## src/rtl/modular_sub_half_pipe_if.sv

```systemverilog
// Operand/result handshake bundle for the modular add/sub pipe.
// The master drives operands and result-ready. The slave (the datapath) drives the rest.
interface modular_sub_half_pipe_if #(
    parameter int data_width = 14
);
    logic                  in_valid;
    logic                  in_ready;
    logic                  op_sub;
    logic                  half_en;
    logic [data_width-1:0] x_in;
    logic [data_width-1:0] y_in;
    logic                  out_valid;
    logic                  out_ready;
    logic [data_width-1:0] z_out;
    logic                  range_err;

    modport master (
        output in_valid, op_sub, half_en, x_in, y_in, out_ready,
        input  in_ready, out_valid, z_out, range_err
    );

    modport slave (
        input  in_valid, op_sub, half_en, x_in, y_in, out_ready,
        output in_ready, out_valid, z_out, range_err
    );
endinterface

```

## src/rtl/modular_sub_half_pipe.sv

```systemverilog
// Two-stage modular add/subtract over Z_M with optional multiply by 2^-1 mod M.
// Stage 1 forms the raw sum/difference. Stage 2 reduces it, optionally halves it, and registers the result.
module modular_sub_half_pipe #(
    parameter int data_width = 14,
    parameter int M          = 12289
) (
    input  logic                    clk,
    input  logic                    rst_n,
    modular_sub_half_pipe_if.slave  io
);
    localparam logic [data_width-1:0] MOD   = data_width'(M);
    localparam logic [data_width:0]   MOD_W = (data_width + 1)'(M);

    logic                  adv;
    logic                  accept;
    logic                  non_canon;

    logic [data_width:0]   sum_w;
    logic [data_width:0]   dif_w;
    logic [data_width-1:0] s_nxt;
    logic                  f_nxt;

    logic                  v1;
    logic [data_width-1:0] s1;
    logic                  f1;
    logic                  op1;
    logic                  h1;

    logic [data_width-1:0] r;
    logic [data_width:0]   r_ext;
    logic [data_width:0]   h_ext;
    logic [data_width-1:0] result;

    // The whole pipe moves as one unit, so input readiness follows output space only.
    assign adv         = ~io.out_valid | io.out_ready;
    assign io.in_ready = adv;
    assign accept      = io.in_valid & adv;
    assign non_canon   = (io.x_in >= MOD) | (io.y_in >= MOD);

    always_comb begin
        sum_w = {1'b0, io.x_in} + {1'b0, io.y_in};
        dif_w = {1'b0, io.x_in} - {1'b0, io.y_in};
        s_nxt = io.op_sub ? dif_w[data_width-1:0] : sum_w[data_width-1:0];
        f_nxt = io.op_sub ? dif_w[data_width]     : sum_w[data_width];
    end

    // The flag is the carry for add and the borrow for sub. Both correct by exactly one M.
    always_comb begin
        r = s1;
        if (op1) begin
            if (f1) r = s1 + MOD;
        end else begin
            if (f1 || (s1 >= MOD)) r = s1 - MOD;
        end
        r_ext  = {1'b0, r};
        h_ext  = r[0] ? ((r_ext + MOD_W) >> 1) : (r_ext >> 1);
        result = h1 ? h_ext[data_width-1:0] : r;
    end

    always_ff @(posedge clk) begin
        if (!rst_n) begin
            v1           <= 1'b0;
            s1           <= '0;
            f1           <= 1'b0;
            op1          <= 1'b0;
            h1           <= 1'b0;
            io.out_valid <= 1'b0;
            io.z_out     <= '0;
            io.range_err <= 1'b0;
        end else begin
            if (accept && non_canon) io.range_err <= 1'b1;
            if (adv) begin
                v1 <= io.in_valid;
                if (io.in_valid) begin
                    s1  <= s_nxt;
                    f1  <= f_nxt;
                    op1 <= io.op_sub;
                    h1  <= io.half_en;
                end
                io.out_valid <= v1;
                if (v1) io.z_out <= result;
            end
        end
    end
endmodule

```

## src/flat_wrapper.sv

```systemverilog
// flat-port wrapper written by rule: the top's interface ports become plain ports
module modular_sub_half_pipe_flat 
#(
    parameter int data_width = 14,
    parameter int M          = 12289
)
  (clk, rst_n, io_in_valid, io_op_sub, io_half_en, io_x_in, io_y_in, io_out_ready, io_in_ready, io_out_valid, io_z_out, io_range_err);
  modular_sub_half_pipe_if #(.data_width(data_width)) io_i ();
  input  logic clk;
  input  logic rst_n;
  input wire logic [$bits(io_i.in_valid)-1:0] io_in_valid;
  input wire logic [$bits(io_i.op_sub)-1:0] io_op_sub;
  input wire logic [$bits(io_i.half_en)-1:0] io_half_en;
  input wire logic [$bits(io_i.x_in)-1:0] io_x_in;
  input wire logic [$bits(io_i.y_in)-1:0] io_y_in;
  input wire logic [$bits(io_i.out_ready)-1:0] io_out_ready;
  output wire logic [$bits(io_i.in_ready)-1:0] io_in_ready;
  output wire logic [$bits(io_i.out_valid)-1:0] io_out_valid;
  output wire logic [$bits(io_i.z_out)-1:0] io_z_out;
  output wire logic [$bits(io_i.range_err)-1:0] io_range_err;
  assign io_i.in_valid = io_in_valid;
  assign io_i.op_sub = io_op_sub;
  assign io_i.half_en = io_half_en;
  assign io_i.x_in = io_x_in;
  assign io_i.y_in = io_y_in;
  assign io_i.out_ready = io_out_ready;
  assign io_in_ready = io_i.in_ready;
  assign io_out_valid = io_i.out_valid;
  assign io_z_out = io_i.z_out;
  assign io_range_err = io_i.range_err;
  modular_sub_half_pipe #(.data_width(data_width), .M(M)) u_core (.clk(clk), .rst_n(rst_n), .io(io_i));
endmodule
```

## config.mk

```make
export PLATFORM = sky130hd
export DESIGN_NAME = modular_sub_half_pipe_flat
export DESIGN_NICKNAME = d
export VERILOG_FILES = /design/src/rtl/modular_sub_half_pipe_if.sv /design/src/rtl/modular_sub_half_pipe.sv /design/src/flat_wrapper.sv
export SDC_FILE = /design/constraint.sdc
export NUM_CORES = 1
export LEC_CHECK = 0
export BUFFER_PORTS_ARGS = -buffer_cell sky130_fd_sc_hd__clkbuf_2
export CAP_MARGIN = 20
export CORE_MARGIN = 4
export CORE_UTILIZATION = 40
export CTS_CLUSTER_SIZE = 20
export DETAILED_ROUTE_END_ITERATION = 8
export PLACE_DENSITY = 0.71
export SYNTH_ARGS = -nofsm -noshare
export SYNTH_HDL_FRONTEND = slang
export SYNTH_SLANG_ARGS = --single-unit
```

## constraint.sdc

```tcl
create_clock -name clk -period 2.65 [get_ports clk]
set_input_delay 0.53 -clock clk [delete_from_list [all_inputs] [get_ports clk]]
set_output_delay 0.53 -clock clk [all_outputs]
set_load 0.1 [all_outputs]
```

==> flow_metrics.tcl <==
set metrics [dict create \
    syn_area_sq_um 3851 \
    viasPerCell 5.811 \
    required_ns 2.87 \
    run_status "finished with violations" \
    place.gp.congestion 0.9506 \
    drive_above_1_share_pct 34.56 \
    crit_path_max_incr_delay_ns 0.39 \
    hold_buffers 0 \
    cap_violations 0 \
    cts_buffers 5 \
    min_period_ns 2.744 \
    synth_edf_count 0 \
    grt_max_degree 29 \
    dp_hpwl_mm 9.729 \
    postSynthNetCount 593 \
    violations "setup timing" \
    hold_viol_final 0 \
    drt_wl_total_mm 12.52 \
    whs_path_depth 3 \
    r2r_cells 14 \
    rows 35 \
    slew_headroom_pct 61.85 \
    slowest_stage "dfxtp_4" \
    start_util_pct 41.29 \
    syn_to_final_growth_pct 37.30 \
    r2r_setup_slack_ns -0.09 \
    post-route-util_pct 56.69 \
    cts_tree "done" \
    ant_nets 0 \
    critPathKind "reg2reg" \
    min_path_type "in2reg" \
    finalSetupViolCount 3 \
    antenna_found_initial 0 \
    start_kind "flop" \
    power_leakage_nw 2.270 \
    finalNetCount 721 \
    synthCells 525 \
    rsz0062_at_grt "yes" \
    track_usage_pct 20.82 \
    cts_buffer_depth 2 \
    layout_common_cells "buf_4 (95), clkbuf_2 (50), nand2_1 (45)" \
    synthFlopType "dfxtp_1" \
    grt_pass1_wl_mm 19.75 \
    coreArea_sq_um 9328 \
    post-route-period-util_pct 103.5 \
    setup_ws_ns -0.09372 \
    rr_startpoint "u_core.s1[0]" \
    io_buffers 50 \
    vdd_drop_max_v 0.0002223 \
    path_cells "inv_4, ha_4, nor4b_4, nand4_1, buf_6, a21oi_2, and2_4, a311oi_4, ha_4, a21bo_4, buf_4, o41ai_1, nand3_1, a21oi_1" \
    ioPinCount 51 \
    ys_warn_count 0 \
    pre_cts_ws_ns -0.1801 \
    skew_ns 0.01287 \
    cp_top_family "compound AO/OA/AOI/OAI gates" \
    synthArstFlopShare_pct 0 \
    crit_arrival_ns 2.97 \
    worstMarginPinSlew_ns 0.5746 \
    num_vias 4550 \
    crit_path_frequent_cell "ha_4" \
    seq_area_frac_synth_pct 17.67 \
    dr.pass1.iters 5 \
    place_area_sq_um 4811 \
    n_fill_cell 857 \
    grt_pass1_vias 4314 \
    clock_latency_ns 0.29 \
    layout_commonest_cell "buf_4" \
    overflow 0 \
    routedWlPerCell_microns 15.99 \
    crit_path_end_kind "flop" \
    drcViolationCount 0 \
    cts.sinks 34 \
    finalMaxSlewViolations 0 \
    crit_fanout 4 \
    regArea_sq_um 689.4 \
    drt_iter0_markers 311 \
    min_to "u_core.h1" \
    stdcell_area_sq_um 5288 \
    power_density_nw_per_um2 427.2 \
    die_w_microns 106.1 \
    multi_input_area_sq_um 3177 \
    htree_num_levels 2 \
    yosys.cell_types.count 77 \
    clk_pin_slew_ns 0.08 \
    total_power_mw 2.259 \
    fin_setup_tns_ns -0.1266 \
    ys_ff_latch 34 \
    cts-root-buf "clkbuf_8" \
    fmaxAchievable_mhz 364.5 \
    r2r_end "u_core.io.z_out[11]" \
    crit_buf_inv 3 \
    synth_area_per_cell_sq_um 7.336 \
    hold_path_startpoint "io_half_en" \
    die-area_sq_um 11260 \
    die_h_microns 106.1 \
    diodes 0 \
]
==> routing by layer <==
metal	vias up	GRT usage (%)	share of wire, %
li1	2201	-	-
met1	2154	25.68	43
met2	161	37.19	50
met3	34	2.307	5.2
met4	0	7.401	2.4
met5	-	0	0
==> state kept, by name (all words and copies together), names as in the netlist <==
register,count
u_core.io.z_out,14
u_core.s1,14
u_core.f1,1
u_core.h1,1
u_core.io.out_valid,1
u_core.io.range_err,1
u_core.op1,1
u_core.v1,1
==> stage by stage <==
stage,hold WS (ns),std cells
floorplan,0.4584,525
global placement,0.4437,761
detailed placement,0.4476,761
CTS,0.4584,774
global route,0.4686,783
finish,0.4603,783
==> logic make-up after synthesis <==
logic type | count (synthesis) | synth area share (%)
AO/OA/AOI/OAI | 155 | 28.27
XOR/XNOR | 20 | 4.938
adder cells (fa/ha/maj) | 34 | 11.44
buffers and inverters | 64 | 6.920
flip-flops | 34 | 17.67
multiplexers | 3 | 0.7798
AND/OR/NAND/NOR | 215 | 29.99
==> worst reg2reg max path: stages (launching register included) <==
cell      delay, ns
dfxtp_4        0.39
inv_4          0.05
ha_4           0.17
nor4b_4        0.13
nand4_1        0.09
buf_6          0.13
a21oi_2        0.08
and2_4         0.18
a311oi_4       0.29
ha_4           0.22
a21bo_4        0.24
buf_4          0.13
o41ai_1        0.28
nand3_1        0.14
a21oi_1        0.16
==> repair_timing <==
action,CTS,global route
gates resized for setup,17,45
pin swaps,13,23
setup endpoints to repair,10,16
buffers inserted,5,9
==> how the worst max path moves through the flow <==
stage / end / from / slack [ns] / cells after the start
after floorplan: u_core.io.z_out[3] / u_core.s1[1] / 0.002 / 13
after global placement: u_core.s1[13] / io_y_in[1] / -0.13 / 11
after detailed placement: u_core.s1[13] / io_y_in[1] / -0.18 / 11
after CTS: u_core.io.z_out[8] / u_core.s1[1] / -0.08 / 10
after global routing: u_core.io.z_out[11] / u_core.s1[0] / -0.16 / 14
final: u_core.io.z_out[11] / u_core.s1[0] / -0.09 / 14
==> synth_stat cells (3+ instances only) <==
library cell | count | area [sq um]
nand2_1 | 46 | 172.7
mux2i_1 | 3 | 30.03
nand2b_1 | 8 | 50.05
o22ai_1 | 5 | 31.28
and3_1 | 5 | 31.28
and2_1 | 4 | 25.02
or3_1 | 6 | 37.54
o211ai_1 | 7 | 52.55
xnor2_1 | 14 | 122.6
dfxtp_1 | 34 | 680.7
nand4_1 | 6 | 37.54
nor4_1 | 13 | 81.33
inv_1 | 34 | 127.6
a221oi_1 | 3 | 26.28
a41oi_1 | 3 | 26.28
nor3_2 | 3 | 30.03
nor3_1 | 20 | 100.1
a31oi_1 | 8 | 50.05
or4_1 | 3 | 22.52
clkbuf_1 | 19 | 71.32
xor2_1 | 4 | 35.03
a211oi_1 | 9 | 67.56
o21ai_0 | 21 | 105.1
nand3_1 | 30 | 150.1
o31ai_1 | 7 | 52.55
o21a_1 | 5 | 37.54
buf_2 | 6 | 30.03
a21oi_1 | 45 | 225.2
a211o_1 | 5 | 43.79
nor2_1 | 42 | 157.7
a21o_1 | 4 | 30.03
ha_1 | 32 | 400.4
nor2b_1 | 9 | 56.30
nor4b_1 | 3 | 26.28
o21bai_1 | 3 | 22.52
a311oi_1 | 5 | 43.79
==> power breakdown <==
group / total [mW] / switching, mW / internal (mW)
logic: 1.25 / 0.717 / 0.534
registers: 0.602 / 0.0478 / 0.554
clock network: 0.406 / 0.197 / 0.209
==> layout make-up <==
class                   instances  area share (%)
clock buffers                   6           1.562
clock inverters                 2          0.2366
inverters                      35           2.579
multi-input cells             427           60.08
flip-flops and latches         34           13.04
well taps                     129           3.053
repair buffers                150           19.45
No activity file was read; power rests on OpenSTA's default activity.
